### config.mk
export PLATFORM = sky130hd
export DESIGN_NAME = memory_access_flat
export DESIGN_NICKNAME = d
export VERILOG_FILES = /design/src/rtl/memory_access_if.sv /design/src/rtl/memory_access.sv /design/src/flat_wrapper.sv
export SDC_FILE = /design/constraint.sdc
export NUM_CORES = 1
export LEC_CHECK = 0
export CORE_MARGIN = 1.5
export CORE_UTILIZATION = 47
export DETAILED_ROUTE_END_ITERATION = 10
export GPL_ROUTABILITY_DRIVEN = 0
export PLACE_DENSITY = 0.77
export SYNTH_ARGS = -nofsm -noshare
export SYNTH_HDL_FRONTEND = slang
export SYNTH_SLANG_ARGS = --single-unit
### constraint.sdc
create_clock -name clk -period 2.65 [get_ports clk]
set_clock_uncertainty 0.1 [all_clocks]
set_input_delay 0.795 -clock clk [delete_from_list [all_inputs] [get_ports clk]]
set_output_delay 0.795 -clock clk [all_outputs]
set_load 0.01 [all_outputs]
### src/rtl/memory_access_if.sv
// Data-bus interface between the memory stage (master) and the data memory (slave).
// Request side: valid/addr/size/strobe/data, held stable until addr_ok.
// Response side: addr_ok accepts the request, data_ok completes it with dresp_data.
interface memory_access_if;
  logic        dreq_valid;
  logic [31:0] dreq_addr;
  logic [1:0]  dreq_size;
  logic [3:0]  dreq_strobe;
  logic [31:0] dreq_data;
  logic        dresp_addr_ok;
  logic        dresp_data_ok;
  logic [31:0] dresp_data;

  modport master (
    output dreq_valid, dreq_addr, dreq_size, dreq_strobe, dreq_data,
    input  dresp_addr_ok, dresp_data_ok, dresp_data
  );

  modport slave (
    input  dreq_valid, dreq_addr, dreq_size, dreq_strobe, dreq_data,
    output dresp_addr_ok, dresp_data_ok, dresp_data
  );
endinterface

### src/rtl/memory_access.sv
// MIPS memory stage: runs loads/stores on the data bus, aligns/extends load data and
// hands a registered result to writeback. Upstream is stalled while a bus
// transaction is outstanding; a watchdog aborts transactions after MAX_WAIT cycles.
// Optional feature macro: MEM_ALIGN_EXC_EN -- when defined, misaligned accesses raise
// adel/ades instead of being silently aligned.
module memory_access #(
  parameter int unsigned MAX_WAIT = 255
) (
  input  logic                   clk,
  input  logic                   resetn,
  input  logic                   in_valid,
  output logic                   in_ready,
  input  logic                   mem_rd,
  input  logic                   mem_wr,
  input  logic [1:0]             mem_size,
  input  logic                   mem_sext,
  input  logic [4:0]             rdE,
  input  logic [31:0]            outE,
  input  logic [31:0]            vtE,
  memory_access_if.master        bus,
  output logic                   out_valid,
  output logic [4:0]             rdM,
  output logic [31:0]            outM,
  output logic                   bus_err
`ifdef MEM_ALIGN_EXC_EN
  ,
  output logic                   adel,
  output logic                   ades
`endif
);

  localparam int unsigned CntW = (MAX_WAIT < 2) ? 1 : $clog2(MAX_WAIT + 1);

  typedef enum logic [1:0] {StIdle, StReq, StWait} state_e;

  state_e          r_state;
  logic [CntW-1:0] r_cnt;
  logic            r_load;
  logic            r_sext;
  logic [4:0]      r_rd;
  logic [31:0]     r_alu;
  logic            r_dreq_valid;
  logic [31:0]     r_dreq_addr;
  logic [1:0]      r_dreq_size;
  logic [3:0]      r_dreq_strobe;
  logic [31:0]     r_dreq_data;
  logic            r_out_valid;
  logic [4:0]      r_rdM;
  logic [31:0]     r_outM;
  logic            r_bus_err;
`ifdef MEM_ALIGN_EXC_EN
  logic            r_adel;
  logic            r_ades;
`endif

  logic            w_mem_op;
  logic            w_exc;
  logic            w_wd_hit;
  logic [31:0]     w_addr;
  logic [3:0]      w_strobe;
  logic [31:0]     w_wdata;
  logic [7:0]      w_byte;
  logic [15:0]     w_half;
  logic [31:0]     w_load_data;

  assign w_mem_op = mem_rd | mem_wr;
  // Watchdog fires on the last permitted cycle in REQ/WAIT; MAX_WAIT==0 disables it.
  assign w_wd_hit = (MAX_WAIT != 0) && (r_cnt == CntW'(MAX_WAIT - 1));

`ifdef MEM_ALIGN_EXC_EN
  assign w_exc = w_mem_op &
                 ((mem_size == 2'b01) ? outE[0] : (mem_size[1] ? (|outE[1:0]) : 1'b0));
`else
  assign w_exc = 1'b0;
`endif

  // Request encoding: aligned address, byte-lane strobes and lane-replicated store data.
  always_comb begin
    w_addr   = outE;
    w_strobe = 4'b0000;
    w_wdata  = 32'h0;
    case (mem_size)
      2'b00: begin
        w_strobe = 4'b0001 << outE[1:0];
        w_wdata  = {4{vtE[7:0]}};
      end
      2'b01: begin
        w_addr   = {outE[31:1], 1'b0};
        w_strobe = outE[1] ? 4'b1100 : 4'b0011;
        w_wdata  = {2{vtE[15:0]}};
      end
      default: begin
        w_addr   = {outE[31:2], 2'b00};
        w_strobe = 4'b1111;
        w_wdata  = vtE;
      end
    endcase
    if (!mem_wr) begin
      w_strobe = 4'b0000;
      w_wdata  = 32'h0;
    end
  end

  // Load extraction: pick the lane from the latched address, then sign/zero extend.
  always_comb begin
    w_byte      = bus.dresp_data[{r_dreq_addr[1:0], 3'b000} +: 8];
    w_half      = bus.dresp_data[{r_dreq_addr[1], 4'b0000} +: 16];
    w_load_data = bus.dresp_data;
    case (r_dreq_size)
      2'b00:   w_load_data = {{24{r_sext & w_byte[7]}}, w_byte};
      2'b01:   w_load_data = {{16{r_sext & w_half[15]}}, w_half};
      default: w_load_data = bus.dresp_data;
    endcase
  end

  // Stage FSM with registered bus request and writeback outputs.
  always_ff @(posedge clk or negedge resetn) begin
    if (!resetn) begin
      r_state       <= StIdle;
      r_cnt         <= '0;
      r_load        <= 1'b0;
      r_sext        <= 1'b0;
      r_rd          <= 5'd0;
      r_alu         <= 32'h0;
      r_dreq_valid  <= 1'b0;
      r_dreq_addr   <= 32'h0;
      r_dreq_size   <= 2'b00;
      r_dreq_strobe <= 4'b0000;
      r_dreq_data   <= 32'h0;
      r_out_valid   <= 1'b0;
      r_rdM         <= 5'd0;
      r_outM        <= 32'h0;
      r_bus_err     <= 1'b0;
`ifdef MEM_ALIGN_EXC_EN
      r_adel        <= 1'b0;
      r_ades        <= 1'b0;
`endif
    end else begin
      r_out_valid <= 1'b0;
      r_bus_err   <= 1'b0;
`ifdef MEM_ALIGN_EXC_EN
      r_adel      <= 1'b0;
      r_ades      <= 1'b0;
`endif
      unique case (r_state)
        StIdle: begin
          r_cnt <= '0;
          if (in_valid) begin
            if (w_exc) begin
              // Misaligned access: no bus request, report the faulting address.
              r_out_valid <= 1'b1;
              r_rdM       <= 5'd0;
              r_outM      <= outE;
`ifdef MEM_ALIGN_EXC_EN
              r_adel      <= mem_rd;
              r_ades      <= mem_wr;
`endif
            end else if (w_mem_op) begin
              r_state       <= StReq;
              r_dreq_valid  <= 1'b1;
              r_dreq_addr   <= w_addr;
              r_dreq_size   <= mem_size;
              r_dreq_strobe <= w_strobe;
              r_dreq_data   <= w_wdata;
              r_load        <= mem_rd;
              r_sext        <= mem_sext;
              r_rd          <= rdE;
              r_alu         <= outE;
            end else begin
              r_out_valid <= 1'b1;
              r_rdM       <= rdE;
              r_outM      <= outE;
            end
          end
        end
        StReq, StWait: begin
          r_cnt <= r_cnt + 1'b1;
          // Completion wins over a watchdog expiry in the same cycle.
          if (bus.dresp_data_ok && (r_state == StWait || bus.dresp_addr_ok)) begin
            r_state      <= StIdle;
            r_dreq_valid <= 1'b0;
            r_out_valid  <= 1'b1;
            r_rdM        <= r_load ? r_rd : 5'd0;
            r_outM       <= r_load ? w_load_data : r_alu;
          end else if (w_wd_hit) begin
            r_state      <= StIdle;
            r_dreq_valid <= 1'b0;
            r_out_valid  <= 1'b1;
            r_bus_err    <= 1'b1;
            r_rdM        <= 5'd0;
            r_outM       <= 32'h0;
          end else if (r_state == StReq && bus.dresp_addr_ok) begin
            r_state      <= StWait;
            r_dreq_valid <= 1'b0;
          end
        end
        default: r_state <= StIdle;
      endcase
    end
  end

  assign in_ready        = (r_state == StIdle);
  assign bus.dreq_valid  = r_dreq_valid;
  assign bus.dreq_addr   = r_dreq_addr;
  assign bus.dreq_size   = r_dreq_size;
  assign bus.dreq_strobe = r_dreq_strobe;
  assign bus.dreq_data   = r_dreq_data;
  assign out_valid       = r_out_valid;
  assign rdM             = r_rdM;
  assign outM            = r_outM;
  assign bus_err         = r_bus_err;
`ifdef MEM_ALIGN_EXC_EN
  assign adel            = r_adel;
  assign ades            = r_ades;
`endif

endmodule
### src/flat_wrapper.sv
// flat-port wrapper written by rule: the top's interface ports become plain ports
module memory_access_flat 
#(
  parameter int unsigned MAX_WAIT = 255
)
  (clk, resetn, in_valid, in_ready, mem_rd, mem_wr, mem_size, mem_sext, rdE, outE, vtE, out_valid, rdM, outM, bus_err, bus_dreq_valid, bus_dreq_addr, bus_dreq_size, bus_dreq_strobe, bus_dreq_data, bus_dresp_addr_ok, bus_dresp_data_ok, bus_dresp_data);
  memory_access_if bus_i ();
  input  logic clk;
  input  logic resetn;
  input  logic in_valid;
  output logic in_ready;
  input  logic mem_rd;
  input  logic mem_wr;
  input  logic [1:0] mem_size;
  input  logic mem_sext;
  input  logic [4:0] rdE;
  input  logic [31:0] outE;
  input  logic [31:0] vtE;
  output logic out_valid;
  output logic [4:0] rdM;
  output logic [31:0] outM;
  output logic bus_err;
  output wire logic [$bits(bus_i.dreq_valid)-1:0] bus_dreq_valid;
  output wire logic [$bits(bus_i.dreq_addr)-1:0] bus_dreq_addr;
  output wire logic [$bits(bus_i.dreq_size)-1:0] bus_dreq_size;
  output wire logic [$bits(bus_i.dreq_strobe)-1:0] bus_dreq_strobe;
  output wire logic [$bits(bus_i.dreq_data)-1:0] bus_dreq_data;
  input wire logic [$bits(bus_i.dresp_addr_ok)-1:0] bus_dresp_addr_ok;
  input wire logic [$bits(bus_i.dresp_data_ok)-1:0] bus_dresp_data_ok;
  input wire logic [$bits(bus_i.dresp_data)-1:0] bus_dresp_data;
  assign bus_dreq_valid = bus_i.dreq_valid;
  assign bus_dreq_addr = bus_i.dreq_addr;
  assign bus_dreq_size = bus_i.dreq_size;
  assign bus_dreq_strobe = bus_i.dreq_strobe;
  assign bus_dreq_data = bus_i.dreq_data;
  assign bus_i.dresp_addr_ok = bus_dresp_addr_ok;
  assign bus_i.dresp_data_ok = bus_dresp_data_ok;
  assign bus_i.dresp_data = bus_dresp_data;
  memory_access #(.MAX_WAIT(MAX_WAIT)) u_core (.clk(clk), .resetn(resetn), .in_valid(in_valid), .in_ready(in_ready), .mem_rd(mem_rd), .mem_wr(mem_wr), .mem_size(mem_size), .mem_sext(mem_sext), .rdE(rdE), .outE(outE), .vtE(vtE), .bus(bus_i), .out_valid(out_valid), .rdM(rdM), .outM(outM), .bus_err(bus_err));
endmodule
==> reports/qor.csv <==
stage,metric,value,unit
outcome,status,completed,
setup_path,CP peak stage delay,0.54,ns
synth,Synth Area in Simple Gates,0.105,
detailed_routing,DRT Pass-1 Iters,8,
clock_network,H-tree lvl count,4,
synth,mux cell area share after synthesis,0.137,
clock_network,Clock Path Buffers,2,
setup_path,Startpoint Class,register,
floorplan,die area,15200,um^2
synth,cell count after synthesis,698,
grt,largest net degree at the start of global routing,54,
finish,ANT cells,0,
setup_path,critical path class,reg2out,
synth,yosys warns,0,
finish,FF+latch area,3230,um^2
place,I/O Buffers,221,
finish,Nets,1013,
finish,area of the multi-input gates,3100,um^2
sta,crit share post-route,0.960,
place,worst slack at placement,-0.0524,ns
synth,sequential fraction of the synthesis area,0.473,
finish,fillcell total,1026,
power,Comb power frac,0.505,
grt,first-pass GRT wire length,33.5,mm
sta,final setup violating endpoints,0,
clock_network,post-CTS setup buffers,0,
sta,Hold Fails Final Rpt,0,
clock_network,clk_lat worst skew,0.42,ns
grt,vias in the first global route,6546,
synth,"FFs w/ async S/R, synth",1.00,
finish,area grow syn2layout,44.1,%
power,sw frac,0.379,
sta,worst setup margin,0.105,ns
synth,post-synthesis cell type count,53,
detailed_routing,Routed Antenna Nets,0,
synth,post-synth top area cell,dfrtp_1,
setup_path,crit path cell chain,inv_1 > ha_1 > clkdlybuf4s50_1,
setup_path,crit end category,output pin,
clock_network,CTS Root Cell,clkbuf_16,
grt,"Remaining Overflow, GRT",0,
synth,Synth top area share,0.473,
clock_network,CTS tree,yes,
job,max cap viols,0,
synth,Post-Syn Area,6820,um^2
floorplan,CORE AREA,14000,um^2
detailed_routing,via total after detailed routing,6522,
synth,syn nets,815,
synth,Post-Synth Adder-Cell Area,0.0110,
sta,hold_ws,0.190,ns
power,register share of total power,0.299,
clock_network,clock buffer count from CTS,17,
floorplan,Site Rows,43,
power,Psw,4.64,mW
power,Pwr Density,1250,nW/um^2
sta,Fmax,393,MHz
detailed_routing,DRC viols,0,
clock_network,clk slew on worst S/H paths,0.05,ns
synth,Post-synth EDFFs,0,
synth,main combinational cell family by area after synthesis,compound AO/OA/AOI/OAI gates,
detailed_routing,vias per cell,5.99,
sta,Slew headroom,0.681,
synth,Mapped Avg Cell Area,9.77,um^2
grt,initial antenna violation count,0,
sta,RSZ-0062 raised after global routing,no,
sta,fin crit period,2.55,ns
sta,Setup Total Neg Slack,0,ns
synth,Compound-Gate Fraction of Synth Area,0.200,
detailed_routing,DR WL/cell,20.1,um
synth,Yosys reg bits,129,
worst_hold_path,Hold Path Class,in2async,
finish,share of layout cells above drive strength 1,0.152,
synth,xor and xnor area share after synthesis,0.00128,
sta,Slew @ Worst Pin,0.478,ns
synth,most common flop cell mapped by yosys,dfrtp_1,
grt,All-Layer GR Usage,0.290,
power,Tot Pwr,12.3,mW
power,internal power,7.62,mW
place,cell area after placement,9210,um^2
floorplan,I/O Pins,222,
floorplan,chip width,123,um
clock_network,clk sink count,129,
finish,Finished Cell Area,9830,um^2
setup_path,Worst EP required,1.76,ns
sta,"Slew Viols, Final",0,
power,VDD IR-drop max,0.632,mV
synth,largest cells by area after synthesis,"dfrtp_1, mux2_2, a21oi_1",
power,Pleak,4.09,nW
power,clock network power share,0.196,
place,dpl hpwl,15.7,mm
setup_path,CP Data Arrival Time,1.65,ns
detailed_routing,1st-iter DRT viols,575,
detailed_routing,final wirelength,21.9,mm
setup_path,CP max-delay cell,clkdlybuf4s50_1,
floorplan,initial core utilization,0.486,
setup_path,critical-path maximum fanout,4,
floorplan,die height,123,um
[area by class of cell]
cell class                      instances  share of cell area
Clock inverter                          8              0.0101
Clock buffer                           24              0.0531
Timing Repair Buffer                  260               0.266
Inverter                                8             0.00305
Multi-Input combinational cell        480               0.316
Tap cell                              180              0.0229
Sequential cell                       129               0.329
[synthesized netlist by cell type (2+ instances only)]
cell type,count
a211o_1,8
a21oi_1,73
a22o_1,9
a22oi_1,7
a31oi_1,6
a32oi_1,6
buf_2,12
buf_4,30
buf_6,2
buf_8,2
clkbuf_1,34
dfrtp_1,129
ha_1,6
inv_1,7
mux2_2,47
mux2i_1,25
mux4_2,7
nand2_1,82
nand2b_1,4
nand3_1,3
nor2_1,65
nor2b_1,3
nor3_1,2
o211ai_1,7
o21ai_0,64
o21ai_1,2
o22ai_1,25
o31ai_1,5
or3_1,2
[cells by family after synthesis]
| family | after synthesis |
|---|---|
| and+or+nand+nor | 172 |
| buffers and inverters | 89 |
| muxes | 79 |
| adders and majority gates | 6 |
| AOI/OAI and AO/OA | 222 |
| DFF | 129 |
| xor gates and xnor gates | 1 |
[layout by cell type, fill, tap and decap left out, drive strengths merged, types with 2 or more instances in the layout]
cell type and instances:
a31oi 6, or3 2, bufinv 2, a22o 9
and2 2, o21ai 67, nor2b 3, a22oi 7
nand2 82, clkdlybuf4s50 220, inv 8, dfrtp 129
mux4 7, buf 40, or2 2, o211ai 8
clkinv 4, clkbuf 24, a211o 8, o22ai 25
nand2b 4, mux2 47, mux2i 25, o31ai 5
clkinvlp 2, nand3 3, ha 6, a21oi 74
nor2 66, a32oi 6, nor3 2
[power by group through the flow]
stage	Sequential [mW]	Clock, mW	Combinational, mW
2_1_floorplan	3.70	0	3.30
3_3_place_gp	3.62	0	5.92
3_5_place_dp	3.66	0	6.12
4_1_cts	3.66	2.43	6.18
5_1_grt	3.77	2.53	6.69
6_report	3.67	2.40	6.19
[registers in the layout, summed over array words and instances, names as in the netlist]
register	count
u_core.r_state	2
u_core.bus_err	1
u_core.r_alu	3
u_core.bus.dreq_data	32
u_core.bus.dreq_addr	31
u_core.r_load	1
u_core.r_cnt	8
u_core.outM	32
u_core.bus.dreq_size	2
u_core.rdM	5
u_core.r_rd	5
u_core.bus.dreq_valid	1
u_core.out_valid	1
u_core.r_sext	1
u_core.bus.dreq_strobe	4
[stage by stage]
step / util / instances
final: 0.700 / 1089
after global routing: 0.700 / 1089
after CTS: 0.700 / 1089
after detailed placement: 0.656 / 1057
after global placement: 0.656 / 1057
after floorplan: - / 698
[final timing paths]
path                                            to  cells after the start  slack, ns                    start
min                                  u_core.rdM[0]                      1       0.19                   resetn
max                                       in_ready                      3       0.10        u_core.r_state[0]
max reg2reg                         u_core.outM[6]                      8       0.33        u_core.r_state[0]
max in group asynchronous  u_core.bus.dreq_size[0]                      2       1.64                   resetn
min reg2reg                u_core.bus.dreq_data[9]                      2       0.38  u_core.bus.dreq_data[9]
min in group clk           u_core.bus.dreq_data[9]                      2       0.38  u_core.bus.dreq_data[9]
[routing by layer]
metal | vias to the layer above | wire length [um] | track usage
met5 | - | 0 | 0
met4 | 0 | 790 | 0.131
met3 | 70 | 2180 | 0.0936
met2 | 385 | 10700 | 0.485
met1 | 3201 | 8210 | 0.341
li1 | 2866 | - | -
[worst max-delay path: cells and delay by family (launching register included)]
family / cells / cell delay (ns)
adders and majority gates: 1 / 0.18
buffers and inverters: 2 / 0.64
DFF: 1 / 0.42
[timing repair]
action,4_1_cts,5_1_grt
hold buffers,0,0
endpoints found under the setup margin,0,1
gates resized for setup,0,1
No activity file was read; power rests on OpenSTA's default activity.
